## src/rtl/parking_pkg.sv

```systemverilog
// Shared definitions for the parking occupancy tracker: lane FSM states,
// beam sensor patterns and a small popcount helper.
package parking_pkg;

  localparam int unsigned ST_W = 3;

  localparam logic [ST_W-1:0] ST_IDLE = 3'd0;
  localparam logic [ST_W-1:0] ST_EN1  = 3'd1;
  localparam logic [ST_W-1:0] ST_EN2  = 3'd2;
  localparam logic [ST_W-1:0] ST_EN3  = 3'd3;
  localparam logic [ST_W-1:0] ST_EX1  = 3'd4;
  localparam logic [ST_W-1:0] ST_EX2  = 3'd5;
  localparam logic [ST_W-1:0] ST_EX3  = 3'd6;

  // Sensor pair encoded as {a, b}
  localparam logic [1:0] PAT_NONE = 2'b00;
  localparam logic [1:0] PAT_OUT  = 2'b10;
  localparam logic [1:0] PAT_BOTH = 2'b11;
  localparam logic [1:0] PAT_IN   = 2'b01;

  localparam int unsigned POP_IN_W  = 8;
  localparam int unsigned POP_OUT_W = 4;

  function automatic logic [POP_OUT_W-1:0] popcount(input logic [POP_IN_W-1:0] v);
    logic [POP_OUT_W-1:0] c;
    c = '0;
    for (int i = 0; i < int'(POP_IN_W); i++) begin
      c = c + POP_OUT_W'(v[i]);
    end
    return c;
  endfunction

endpackage

```

## src/rtl/lane_direction_fsm.sv

```systemverilog
// One lane: two-flop beam synchronizers, direction FSM and registered
// one-cycle enter/exit pulses on completed passages.
module lane_direction_fsm
  import parking_pkg::*;
(
  input  logic clk,
  input  logic reset_n,
  input  logic sens_a,
  input  logic sens_b,
  output logic car_enter,
  output logic car_exit
);

  logic [1:0]      sync1;
  logic [1:0]      sync2;
  logic [ST_W-1:0] state;
  logic [ST_W-1:0] next_state;
  logic            enter_c;
  logic            exit_c;

  always_ff @(posedge clk) begin
    if (!reset_n) begin
      sync1 <= 2'b00;
      sync2 <= 2'b00;
    end else begin
      sync1 <= {sens_a, sens_b};
      sync2 <= sync1;
    end
  end

  always_ff @(posedge clk) begin
    if (!reset_n) begin
      state     <= ST_IDLE;
      car_enter <= 1'b0;
      car_exit  <= 1'b0;
    end else begin
      state     <= next_state;
      car_enter <= enter_c;
      car_exit  <= exit_c;
    end
  end

  // Anything not listed (00 aborts, skipped steps) falls back to IDLE
  always_comb begin
    next_state = ST_IDLE;
    enter_c    = 1'b0;
    exit_c     = 1'b0;
    case (state)
      ST_IDLE: begin
        if (sync2 == PAT_OUT)     next_state = ST_EN1;
        else if (sync2 == PAT_IN) next_state = ST_EX1;
      end
      ST_EN1: begin
        if (sync2 == PAT_OUT)       next_state = ST_EN1;
        else if (sync2 == PAT_BOTH) next_state = ST_EN2;
      end
      ST_EN2: begin
        if (sync2 == PAT_BOTH)     next_state = ST_EN2;
        else if (sync2 == PAT_IN)  next_state = ST_EN3;
        else if (sync2 == PAT_OUT) next_state = ST_EN1;
      end
      ST_EN3: begin
        if (sync2 == PAT_IN)        next_state = ST_EN3;
        else if (sync2 == PAT_BOTH) next_state = ST_EN2;
        else if (sync2 == PAT_NONE) enter_c    = 1'b1;
      end
      ST_EX1: begin
        if (sync2 == PAT_IN)        next_state = ST_EX1;
        else if (sync2 == PAT_BOTH) next_state = ST_EX2;
      end
      ST_EX2: begin
        if (sync2 == PAT_BOTH)     next_state = ST_EX2;
        else if (sync2 == PAT_OUT) next_state = ST_EX3;
        else if (sync2 == PAT_IN)  next_state = ST_EX1;
      end
      ST_EX3: begin
        if (sync2 == PAT_OUT)       next_state = ST_EX3;
        else if (sync2 == PAT_BOTH) next_state = ST_EX2;
        else if (sync2 == PAT_NONE) exit_c     = 1'b1;
      end
      default: next_state = ST_IDLE;
    endcase
  end

endmodule

```

## src/rtl/parking_occupancy_tracker.sv

```systemverilog
// Multi-lane parking occupancy tracker: per-lane direction FSMs feed one
// shared saturating occupancy counter with capacity flags and sticky errors.
module parking_occupancy_tracker
  import parking_pkg::*;
#(
  parameter int unsigned NUM_LANES   = 2,
  parameter int unsigned CNT_W       = 4,
  parameter int unsigned CAPACITY    = 15,
  parameter int unsigned ALMOST_FULL = 12
) (
  input  logic                 clk,
  input  logic                 reset_n,
  input  logic [NUM_LANES-1:0] sens_a,
  input  logic [NUM_LANES-1:0] sens_b,
  input  logic                 clear,
  output logic [CNT_W-1:0]     count,
  output logic                 full,
  output logic                 empty,
  output logic                 almost_full,
  output logic [NUM_LANES-1:0] car_enter,
  output logic [NUM_LANES-1:0] car_exit,
  output logic                 err_ovf,
  output logic                 err_unf
);

  localparam int unsigned SUM_W = CNT_W + $clog2(NUM_LANES) + 2;

  logic [POP_OUT_W-1:0]    n_in;
  logic [POP_OUT_W-1:0]    n_out;
  logic signed [SUM_W-1:0] net_c;
  logic signed [SUM_W-1:0] sum_c;
  logic                    ovf_c;
  logic                    unf_c;
  logic [CNT_W-1:0]        count_next_c;

  for (genvar g = 0; g < int'(NUM_LANES); g++) begin : g_lane
    lane_direction_fsm u_lane (
      .clk       (clk),
      .reset_n   (reset_n),
      .sens_a    (sens_a[g]),
      .sens_b    (sens_b[g]),
      .car_enter (car_enter[g]),
      .car_exit  (car_exit[g])
    );
  end

  // Entries and exits of the same cycle cancel before clamping
  always_comb begin
    n_in         = popcount(POP_IN_W'(car_enter));
    n_out        = popcount(POP_IN_W'(car_exit));
    net_c        = $signed(SUM_W'(n_in)) - $signed(SUM_W'(n_out));
    sum_c        = $signed(SUM_W'(count)) + net_c;
    ovf_c        = sum_c > $signed(SUM_W'(CAPACITY));
    unf_c        = sum_c < $signed(SUM_W'(0));
    count_next_c = CNT_W'(sum_c);
    if (ovf_c) begin
      count_next_c = CNT_W'(CAPACITY);
    end else if (unf_c) begin
      count_next_c = '0;
    end
  end

  always_ff @(posedge clk) begin
    if (!reset_n) begin
      count   <= '0;
      err_ovf <= 1'b0;
      err_unf <= 1'b0;
    end else if (clear) begin
      count   <= '0;
      err_ovf <= 1'b0;
      err_unf <= 1'b0;
    end else begin
      count <= count_next_c;
      if (ovf_c) err_ovf <= 1'b1;
      if (unf_c) err_unf <= 1'b1;
    end
  end

  assign full        = (count == CNT_W'(CAPACITY));
  assign empty       = (count == '0);
  assign almost_full = (count >= CNT_W'(ALMOST_FULL));

endmodule

```

## config.mk

```make
export PLATFORM = sky130hd
export DESIGN_NAME = parking_occupancy_tracker
export DESIGN_NICKNAME = d
export VERILOG_FILES = /design/src/rtl/parking_pkg.sv /design/src/rtl/lane_direction_fsm.sv /design/src/rtl/parking_occupancy_tracker.sv
export SDC_FILE = /design/constraint.sdc
export NUM_CORES = 1
export LEC_CHECK = 0
export CORE_MARGIN = 2
export CORE_UTILIZATION = 46
export CTS_CLUSTER_DIAMETER = 150
export DETAILED_ROUTE_END_ITERATION = 8
export PLACE_DENSITY = 0.74
export SLEW_MARGIN = 20
export SYNTH_ARGS = -nofsm -noshare
export SYNTH_HDL_FRONTEND = slang
export SYNTH_SLANG_ARGS = --single-unit
```

## constraint.sdc

```tcl
create_clock -name clk -period 2.45 [get_ports clk]
set_clock_uncertainty 0.1 [all_clocks]
set_input_delay 0.3675 -clock clk [delete_from_list [all_inputs] [get_ports clk]]
set_output_delay 0.3675 -clock clk [all_outputs]
set_load 0.02 [all_outputs]
```

[Word level (Yosys, flattened, before mapping)]
Index checks and enable logic that the tools add are counted.
Storage, ports and cells
  input bits: 7
  flip-flop bits (word level): 24
  word-level logic and storage cells: 88
Operators by class
  add/subtract/negate cells: 4
  equal/unequal tests: 19
  reduce and logical (&&, ||, !) cells: 10
  multiplexer cells: 34
  bitwise operators: 5
  magnitude comparators: 3
Operators with widths (count)
  3-bit two-way mux: 21
  3-bit one-hot mux with 7 select lines: 2
  3-bit == test, second input constant: 6
  3-bit by 2-bit == test with 1-bit output, second input constant: 4
  3-bit OR reduction: 4
  2-bit == test, second input constant: 4
  4-bit two-way mux: 2
  5-bit by 3-bit adder with 6-bit output: 1
  3-bit by 1-bit == test with 1-bit output, second input constant: 2
  6-bit by 5-bit greater-than comparator with 1-bit output, second input constant: 1
  3-bit logical NOT: 2
  6-bit by 1-bit < comparator with 1-bit output, second input constant: 1
  1-bit two-way mux: 6
  2-bit two-way mux: 3
  1-bit inverter: 5
  1-bit by 1-bit adder with 2-bit output: 2
  2-bit by 1-bit == test with 1-bit output, second input constant: 2
  4-bit == test, second input constant: 1
  4-bit greater-or-equal comparator, second input constant: 1
  2-bit logical NOT: 2
  4-bit logical NOT: 1
  2-bit by 2-bit subtractor with 3-bit output: 1
  2-bit OR reduction: 1

[Logic depth before layout (Yosys ltp)]
Gate-level depths: netlist (run 1).
  word-level depth: 6
  mapped depth: 12
  gate-level depth less buffers: 12

[Cells and area by module]
A second synthesis (run 1) with hierarchy kept.
Second synthesis, totals
  cells, all modules: 144
  area, all modules: 1456.4 um2
By module, submodules not included
  lane_direction_fsm: sequential area each 180.2 um2, area an instance 490.5 um2, instances 2, cells each 47
  parking_occupancy_tracker: sequential area each 120.1 um2, area an instance 475.5 um2, instances 1, cells each 50

[Worst setup path before layout (run 1)]
No wires, ideal clock.
  path type: register to register
  start: register g_lane[0].u_lane.car_exit
  end: register err_ovf
  data arrival time: 2.458 ns
  stages on the path, launching flop included: 10
  required time: 2.291 ns
  path buffers: 0
  library setup time: 0.059 ns
  path slack: -0.167 ns
  cell sequence: dfxtp_1 fa_1 inv_1 ha_1 ha_1 fa_1 a21oi_4 a21oi_2 a211oi_2 a22o_1
On the way
  word-level cells in the longest chain between the ends: 4
RTL lines
  start: declaration: RTL line lane_direction_fsm.sv:11  | output logic car_exit
  start signal: assignment: RTL line lane_direction_fsm.sv:39  | car_exit <= exit_c;
  1-bit by 1-bit adder with 2-bit output: RTL line parking_pkg.sv:28  | c = c + POP_OUT_W'(v[i]);
  2-bit by 2-bit subtractor with 3-bit output: RTL line parking_occupancy_tracker.sv:51  | net_c = $signed(SUM_W'(n_in)) - $signed(SUM_W'(n_out));
  5-bit by 3-bit adder with 6-bit output: RTL line parking_occupancy_tracker.sv:52  | sum_c = $signed(SUM_W'(count)) + net_c;
  6-bit by 5-bit greater-than comparator with 1-bit output: RTL line parking_occupancy_tracker.sv:53  | ovf_c = sum_c > $signed(SUM_W'(CAPACITY));
  end signal: assignment: RTL line parking_occupancy_tracker.sv:66  | err_ovf <= 1'b0;
  end signal: assignment: RTL line parking_occupancy_tracker.sv:70  | err_ovf <= 1'b0;
  end signal: assignment: RTL line parking_occupancy_tracker.sv:74  | if (ovf_c) err_ovf <= 1'b1;
  end: declaration: RTL line parking_occupancy_tracker.sv:22  | output logic err_ovf,
No other way between the ends.
A chain may end at the register's enable or synchronous reset.

[Final worst setup path (run 1)]
  start: register g_lane[1].u_lane.car_enter
  end: register err_ovf
On the way
  word-level cells in the longest chain between the ends: 4
RTL lines
  start: declaration: RTL line lane_direction_fsm.sv:10  | output logic car_enter,
  start signal: assignment: RTL line lane_direction_fsm.sv:38  | car_enter <= enter_c;
  1-bit by 1-bit adder with 2-bit output: RTL line parking_pkg.sv:28
  2-bit by 2-bit subtractor with 3-bit output: RTL line parking_occupancy_tracker.sv:51
  5-bit by 3-bit adder with 6-bit output: RTL line parking_occupancy_tracker.sv:52
  6-bit by 5-bit greater-than comparator with 1-bit output: RTL line parking_occupancy_tracker.sv:53
No other way between the ends.

==> impl_metrics.tcl, run 1 <==
set metrics [dict create \
    cts_tree "built" \
    die-area_mm2 0.00370 \
    wirelength_mm 2.74 \
    p_leak_uw 0.000778 \
    post-synth-top-count-cell "dfxtp_1" \
    drv_cap 0 \
    core_area_mm2 0.00305 \
    critPathLaunchType "flop" \
    ant_nets 0 \
    rows 20 \
    grt_pass1_wl_mm 4.67 \
    synth.area.top_cells "dfxtp_1, ha_1, and2_1" \
    io-pin-count 20 \
    synth_area_leader_cell "dfxtp_1" \
    ys_ff_latch 24 \
    via_per_inst 5.21 \
    cts_sinks 24 \
    stdcell_count 229 \
    syn_area_per_cell_um2 9.23 \
    slew_headroom_pct 77.2 \
    start_util_pct 48.7 \
    reg2reg_slack_ns -0.11 \
    place_congestion 0.830 \
    setup_slack_ns -0.106 \
    antenna_cells 0 \
    synth_flop_cell "dfxtp_1" \
    clock_latency_ns 0.30 \
    yosysUniqueCellTypes 39 \
    route.detailed.drc 0 \
    totalPowerFinal_uw 656 \
    wl_per_cell_um 12.0 \
    ys.warnings.count 0 \
    timing.final.crit_share_pct 104 \
    synthTopCellsByCount "dfxtp_1, ha_1, nor2_1, inv_1" \
    grt_start_max_net_pins 17 \
    violations "negative setup slack" \
    fmax_mhz 391 \
    syn_nets 192 \
    ys_seq_area_share_pct 32.3 \
    area_delta_synth_final_pct 23.5 \
    crit_path_max_fanout 4 \
    netlist.area_leader.share_pct 32.3 \
    first_pass_iters 4 \
    ir_worst_vdd_uv 360 \
    antenna_found_initial 0 \
    hold_path.class "reg2reg" \
    fin_nets 218 \
    dp_hpwl_mm 2.11 \
    via_count 1192 \
    p_per_area_mw_per_mm2 357 \
    cp.arrival_ns 2.72 \
    status "finished with violations" \
    cts.htree.levels 1 \
    nFillCells 278 \
    synth-edff-count 0 \
    layout-drive-gt1-share_pct 18.9 \
    drv_slew 0 \
    grt-ovfl-total 0 \
    worstSetupPathType "reg2reg" \
    numPortBuffers 19 \
    place_area_mm2 0.00177 \
    hold_buffers 0 \
    cts_buffers 3 \
    tightest_slew_ns 0.342 \
    clk_pin_slew_ns 0.12 \
    cp.required_ns 2.61 \
    async_flop_share_pct 0 \
    grtUsageTotal_pct 16.7 \
    die_h_um 60.8 \
    timing.final.hold_violations 0 \
    placedCellCount 222 \
    synthCells 161 \
    whs_ns 0.348 \
    clockBufferDepth 2 \
    fin_crit_ns 2.56 \
    rsz0062_at_grt "true" \
    die_w_um 60.8 \
    grt_pass1_vias 1130 \
    root_buffer "clkbuf_4" \
    fin_area_mm2 0.00184 \
    cp-end-kind "flop" \
    drtIter0Drc 36 \
    synth_area_mm2 0.00149 \
    finalSetupViolCount 5 \
]
## stage by stage
step	TNS, ns	setup WS (ns)	util [%]
4_1_cts	-0.635	-0.139	59.1
5_1_grt	-1.25	-0.248	60.1
6_report	-0.442	-0.106	60.1
3_3_place_gp	-0.362	-0.0893	57.8
3_5_place_dp	-0.722	-0.173	57.8
2_1_floorplan	-0.0739	-0.0257	-
## metal layers
metal	wire, um	track usage (%)	up-vias	share of wire (%)
met2	1420	32.4	37	52
met3	118	2.99	4	4.3
met4	36	5.90	0	1.3
met1	1160	17.7	557	42
li1	-	-	594	-
met5	0	0	-	0
## worst max-delay path, stage by stage, from the launching register on
cell and delay (ns):
dfxtp_2 0.37, inv_2 0.04, fa_1 0.42, inv_1 0.06, ha_2 0.16, inv_2 0.05, ha_4 0.25, inv_2 0.04
fa_2 0.38, a21oi_4 0.17, a21oi_2 0.09, a211oi_4 0.23, a22o_1 0.16
## registers in the layout, summed over array words and instances (netlist names)
register                 cells
count                        4
err_ovf                      1
err_unf                      1
g_lane.u_lane.car_enter      2
g_lane.u_lane.car_exit       2
g_lane.u_lane.state          6
g_lane.u_lane.sync1          4
g_lane.u_lane.sync2          4
## layout make-up
class | instances | area, um^2 | area share [%]
inverter | 10 | 37.5 | 2.04
sequential | 24 | 483 | 26.3
multi-input combinational | 116 | 950 | 51.7
timing repair buffer | 32 | 288 | 15.7
clock buffer | 3 | 22.5 | 1.23
tap | 44 | 55.1 | 3.00
## final timing paths
kind	start	to	cells after the start
max reg2reg	g_lane[1].u_lane.car_enter	err_ovf	12
min reg2reg	g_lane[0].u_lane.sync1[1]	g_lane[0].u_lane.sync2[1]	1
min	g_lane[0].u_lane.sync1[1]	g_lane[0].u_lane.sync2[1]	1
max	g_lane[1].u_lane.car_enter	err_ovf	12
## layout by cell type (no fill, tap or decap), drive strengths merged
cell type	count
a31oi	3
a211oi	3
dfxtp	24
ha	22
o211a	3
buf	13
o32ai	1
nor4b	2
inv	10
fa	2
nand3	4
nand2b	4
nor2	12
o211ai	1
o311a	1
o21a	4
nand3b	5
clkbuf	3
and2	9
xor2	2
o21ai	4
clkdlybuf4s50	19
nor4	1
a22o	1
and3	2
a21o	1
o2111a	1
mux2i	3
a21oi	9
o22a	1
nor2b	3
nand2	9
nor3	2
and2b	1
## cell families after synthesis
logic type,share of synthesized area (%)
AO/OA/AOI/OAI,16.8
XOR/XNOR,1.18
adder cells (fa/ha/maj),21.2
buffers and inverters,6.73
flip-flops,32.3
multiplexers,2.02
AND/OR/NAND/NOR,19.8
## where the power goes
part	leakage [uW]	switching, uW	internal [uW]	total (uW)
combinational	0.000568	30.6	38.8	69.4
clock	0.0000138	107	57.3	165
sequential	0.000197	18.5	403	421
total	0.000778	157	499	656
## repair_timing
item / CTS / global route
setup endpoints to repair: 6 / 6
pin swaps: 3 / 5
cloned: 0 / 0
buffers inserted: 2 / 2
hold endpoints to repair: 0 / 0
gates resized for setup: 3 / 3
Power figures use the tool's default switching activity.
==> run 2: changes to the inputs <==
PLACE_DENSITY = 0.72   (was 0.74)
clock period = 2.6 ns   (was 2.45 ns; I/O delays follow)
==> impl_metrics.tcl, run 2 (synthesis results as in run 1) <==
set metrics [dict create \
    min_path_cells 1 \
    grt_pass1_vias 1128 \
    clockBufferDepth 2 \
    drtIter0Drc 24 \
    multi_input_area_um2 987 \
    largest-register "g_lane.u_lane.state" \
    p_leak_uw 0.000767 \
    critical_path.reg2reg.startpoint "g_lane[1].u_lane.car_enter" \
    antenna_found_initial 0 \
    hold_buffers 0 \
    fin_crit_ns 2.63 \
    area_delta_synth_final_pct 26.6 \
    grt_start_max_net_pins 17 \
    final_cell_mix "dfxtp_1, clkdlybuf4s50_1, ha_1, nor2_1" \
    dp_hpwl_mm 2.11 \
    numPortBuffers 19 \
    cts.htree.levels 1 \
    root_buffer "clkbuf_4" \
    dr.max_layer_used "met4" \
    m1WireLength_mm 1.23 \
    clock_latency_ns 0.32 \
    route.detailed.drc 0 \
    cts_buffers 3 \
    p_clk_share_pct 36.5 \
    via_per_inst 5.19 \
    start_util_pct 48.7 \
    crit_path_max_fanout 3 \
    cts_sinks 24 \
    regArea_um2 483 \
    netSwitchingPower_uw 157 \
    status "finished with violations" \
    seq_power_share_pct 54.5 \
    timing.final.hold_violations 0 \
    power.internal_uw 572 \
    fin_nets 214 \
    grt-ovfl-total 0 \
    tightest_slew_ns 0.354 \
    p_sw_share_pct 21.6 \
    core_area_mm2 0.00305 \
    whs_ns 0.349 \
    worstSetupPathType "reg2reg" \
    hold_start "g_lane[0].u_lane.sync1[1]" \
    die_h_um 60.8 \
    timing.final.crit_share_pct 101 \
    cp.required_ns 2.74 \
    grt_pass1_wl_mm 4.80 \
    setup_slack_ns -0.0251 \
    rows 20 \
    hold_path.class "reg2reg" \
    cp.arrival_ns 2.76 \
    layout_commonest_cell "dfxtp_1" \
    dr_wl_met3_um 112 \
    wirelength_mm 2.83 \
    wl_per_cell_um 12.5 \
    pwr-share-comb_pct 9.0 \
    die-area_mm2 0.00370 \
    pre_cts_ws_ns -0.140 \
    first_pass_iters 4 \
    rsz0062_at_grt "true" \
    place_congestion 0.843 \
    drv_cap 0 \
    startpoint "g_lane[1].u_lane.car_enter" \
    p_per_area_mw_per_mm2 388 \
    cts_tree "built" \
    via_count 1174 \
    layout-drive-gt1-share_pct 18.7 \
    nFillCells 281 \
    ant_nets 0 \
    die_w_um 60.8 \
    critPathLaunchType "flop" \
    totalPowerFinal_uw 730 \
    largest_reg_flops 6 \
    dr_wl_met2_mm 1.45 \
    finalSetupViolCount 1 \
    drv_slew 0 \
    reg2reg_depth 13 \
    clk_pin_slew_ns 0.13 \
    violations "negative setup slack" \
    fmax_mhz 381 \
    ir_worst_vdd_uv 270 \
    grtUsageTotal_pct 17.3 \
    slew_headroom_pct 76.3 \
    io-pin-count 20 \
    cp-end-kind "flop" \
    antenna_cells 0 \
]
==> run 2: layout make-up <==
| type | count | area share [%] |
|---|---|---|
| flip-flops and latches | 24 | 25.7 |
| well taps | 44 | 2.93 |
| multi-input cells | 116 | 52.5 |
| inverters | 10 | 2.26 |
| repair buffers | 28 | 13.9 |
| clock inverters | 1 | 1.60 |
| clock buffers | 3 | 1.20 |
==> run 2: per-stage QoR <==
| step | util (%) | setup TNS, ns | std cells | cell area [um^2] |
|---|---|---|---|---|
| after floorplan | - | 0 | 161 | 1490 |
| after global placement | 56.4 | -0.0730 | 220 | 1720 |
| after detailed placement | 56.4 | -0.596 | 220 | 1720 |
| after CTS | 60.8 | -0.162 | 226 | 1860 |
| after global routing | 61.6 | -0.567 | 226 | 1880 |
| final | 61.6 | -0.0251 | 226 | 1880 |
==> run 2: final timing paths <==
check / endpoint / slack [ns]
max reg2reg: count[3] / -0.03
min: g_lane[0].u_lane.sync2[1] / 0.35
min reg2reg: g_lane[0].u_lane.sync2[1] / 0.35
max: count[3] / -0.03
==> run 2: timing repair <==
item                                    in CTS  in global routing
gates resized for setup                     15                  7
pin swaps                                    9                 10
endpoints found under the setup margin       6                  6
endpoints found under the hold margin        0                  0
setup buffers                                2                  0
==> run 2: power by group through the flow <==
stage | registers (uW) | clock network [uW] | logic (uW)
detailed placement | 406 | 0 | 63.3
finish | 398 | 266 | 65.4
global placement | 404 | 0 | 61.3
floorplan | 392 | 0 | 57.1
global route | 402 | 285 | 75.2
CTS | 398 | 275 | 64.9
==> run 2: layer usage <==
layer,vias to the layer above,track usage (%)
met5,-,0
met4,0,6.52
met3,5,1.92
met2,29,30.7
met1,549,21.3
li1,591,-
==> run 2: worst max-delay path, cell delays in order, from the launching register on <==
cell     delay (ns)
dfxtp_2        0.36
inv_2          0.03
fa_1           0.45
inv_2          0.08
ha_4           0.13
inv_4          0.04
ha_4           0.27
inv_4          0.04
fa_2           0.38
a21oi_4        0.16
buf_6          0.12
o211a_1        0.15
a21oi_2        0.04
o32ai_2        0.20
==> run 3: changes to the inputs <==
CORE_MARGIN = unset   (was 2)
==> impl_metrics.tcl, run 3 (synthesis results as in run 1) <==
set metrics [dict create \
    largest_reg_flops 6 \
    rsz0062_at_grt "true" \
    antenna_cells 0 \
    power.internal_uw 502 \
    clk_pin_slew_ns 0.13 \
    dp_hpwl_mm 2.11 \
    drv_cap 0 \
    setup_slack_ns 0.0171 \
    pwr-share-comb_pct 9.9 \
    whs_ns 0.346 \
    wirelength_mm 2.92 \
    cp_slowest_stage_delay_ns 0.48 \
    cts_tree "built" \
    cts_buffers 3 \
    netSwitchingPower_uw 157 \
    finalSetupViolCount 0 \
    cp-end-kind "flop" \
    cp.arrival_ns 2.75 \
    crit_slowest_cell "fa_1" \
    pre_cts_ws_ns -0.120 \
    grt_start_max_net_pins 17 \
    area_delta_synth_final_pct 23.7 \
    drtIter0Drc 30 \
    largest-register "g_lane.u_lane.state" \
    hold_path.class "reg2reg" \
    numPortBuffers 19 \
    seq_power_share_pct 60.4 \
    worstSetupPathType "reg2reg" \
    grtUsageTotal_pct 18.3 \
    timing.final.crit_share_pct 99.3 \
    p_leak_uw 0.000756 \
    crit_path_max_fanout 4 \
    core_area_mm2 0.00305 \
    p_clk_share_pct 29.7 \
    rows 20 \
    cp_cell_sequence "fa_1, inv_2, ha_4, inv_4, ha_4, inv_2, fa_2, a21oi_4, a21oi_2, a211oi_2, a22o_1" \
    cts_sinks 24 \
    layout-drive-gt1-share_pct 17.1 \
    p_per_area_mw_per_mm2 358 \
    ant_nets 0 \
    first_pass_iters 4 \
    p_sw_share_pct 23.8 \
    route.detailed.drc 0 \
    start_util_pct 48.7 \
    tightest_slew_ns 0.346 \
    via_count 1137 \
    fin_nets 213 \
    hold_buffers 0 \
    layout_commonest_cell "dfxtp_1" \
    grt_pass1_wl_mm 4.71 \
    fin_crit_ns 2.58 \
    clockBufferDepth 2 \
    drv_slew 0 \
    root_buffer "clkbuf_4" \
    via_per_inst 5.05 \
    die_h_um 58.8 \
    critPathLaunchType "flop" \
    cts.htree.levels 1 \
    fmax_mhz 387 \
    nFillCells 277 \
    cp.required_ns 2.77 \
    final_cell_mix "dfxtp_1, clkdlybuf4s50_1, ha_1, nor2_1" \
    status "completed" \
    ir_worst_vdd_uv 365 \
    grt-ovfl-total 0 \
    grt_pass1_vias 1089 \
    slew_headroom_pct 76.9 \
    clock_latency_ns 0.32 \
    timing.final.hold_violations 0 \
    die_w_um 58.8 \
    antenna_found_initial 0 \
    die-area_mm2 0.00346 \
    wl_per_cell_um 13.0 \
    io-pin-count 20 \
    place_congestion 0.844 \
]
## run 3: layer usage
| layer | share of wire, % | vias up | global-route usage [%] |
|---|---|---|---|
| met5 | 0 | - | 0 |
| met4 | 1.5 | 0 | 6.46 |
| met3 | 3.5 | 6 | 5.05 |
| li1 | - | 588 | - |
| met2 | 51 | 23 | 32.3 |
| met1 | 44 | 520 | 21.1 |
## run 3: critical path: cells and delay by family (launching register included)
kind | cells | cell delay [ns]
compound gates | 4 | 0.69
fa+ha+maj | 4 | 1.24
buf+inv | 3 | 0.16
flops | 1 | 0.35
## run 3: path summary, 6_finish.rpt
check | start | endpoint | slack, ns | cells after the start
setup / recovery | g_lane[0].u_lane.car_exit | err_ovf | 0.02 | 11
hold / removal | g_lane[0].u_lane.sync1[0] | g_lane[0].u_lane.sync2[0] | 0.35 | 1
setup reg to reg | g_lane[0].u_lane.car_exit | err_ovf | 0.02 | 11
hold reg to reg | g_lane[0].u_lane.sync1[0] | g_lane[0].u_lane.sync2[0] | 0.35 | 1
## run 3: area by class of cell
| class | count | area (um^2) | area share [%] |
|---|---|---|---|
| multi-input combinational | 116 | 973 | 53.0 |
| clock buffer | 4 | 36.3 | 1.97 |
| timing repair buffer | 27 | 250 | 13.6 |
| inverter | 10 | 40.0 | 2.18 |
| tap | 44 | 55.1 | 3.00 |
| sequential | 24 | 483 | 26.3 |
## run 3: power by group through the flow
stage,clock network (uW),registers [uW],logic [uW]
after global routing,220,401,73.9
after floorplan,0,392,57.1
after CTS,201,398,64.6
final,196,398,65.0
after global placement,0,404,61.3
after detailed placement,0,406,63.3
## run 3: per-stage QoR
step	std cells	setup TNS [ns]	total power (uW)	utilization (%)	instance area [um^2]
CTS	225	-0.303	663	59.7	1820
global placement	220	-0.0710	466	56.4	1720
global route	225	-0.443	695	60.2	1840
detailed placement	220	-0.474	469	56.4	1720
floorplan	161	0	449	-	1490
finish	225	0	659	60.2	1840
## run 3: repair_timing
action	4_1_cts	5_1_grt
setup endpoints to repair	6	6
buffers inserted	1	0
pin swaps	9	7
gates resized for setup	13	4
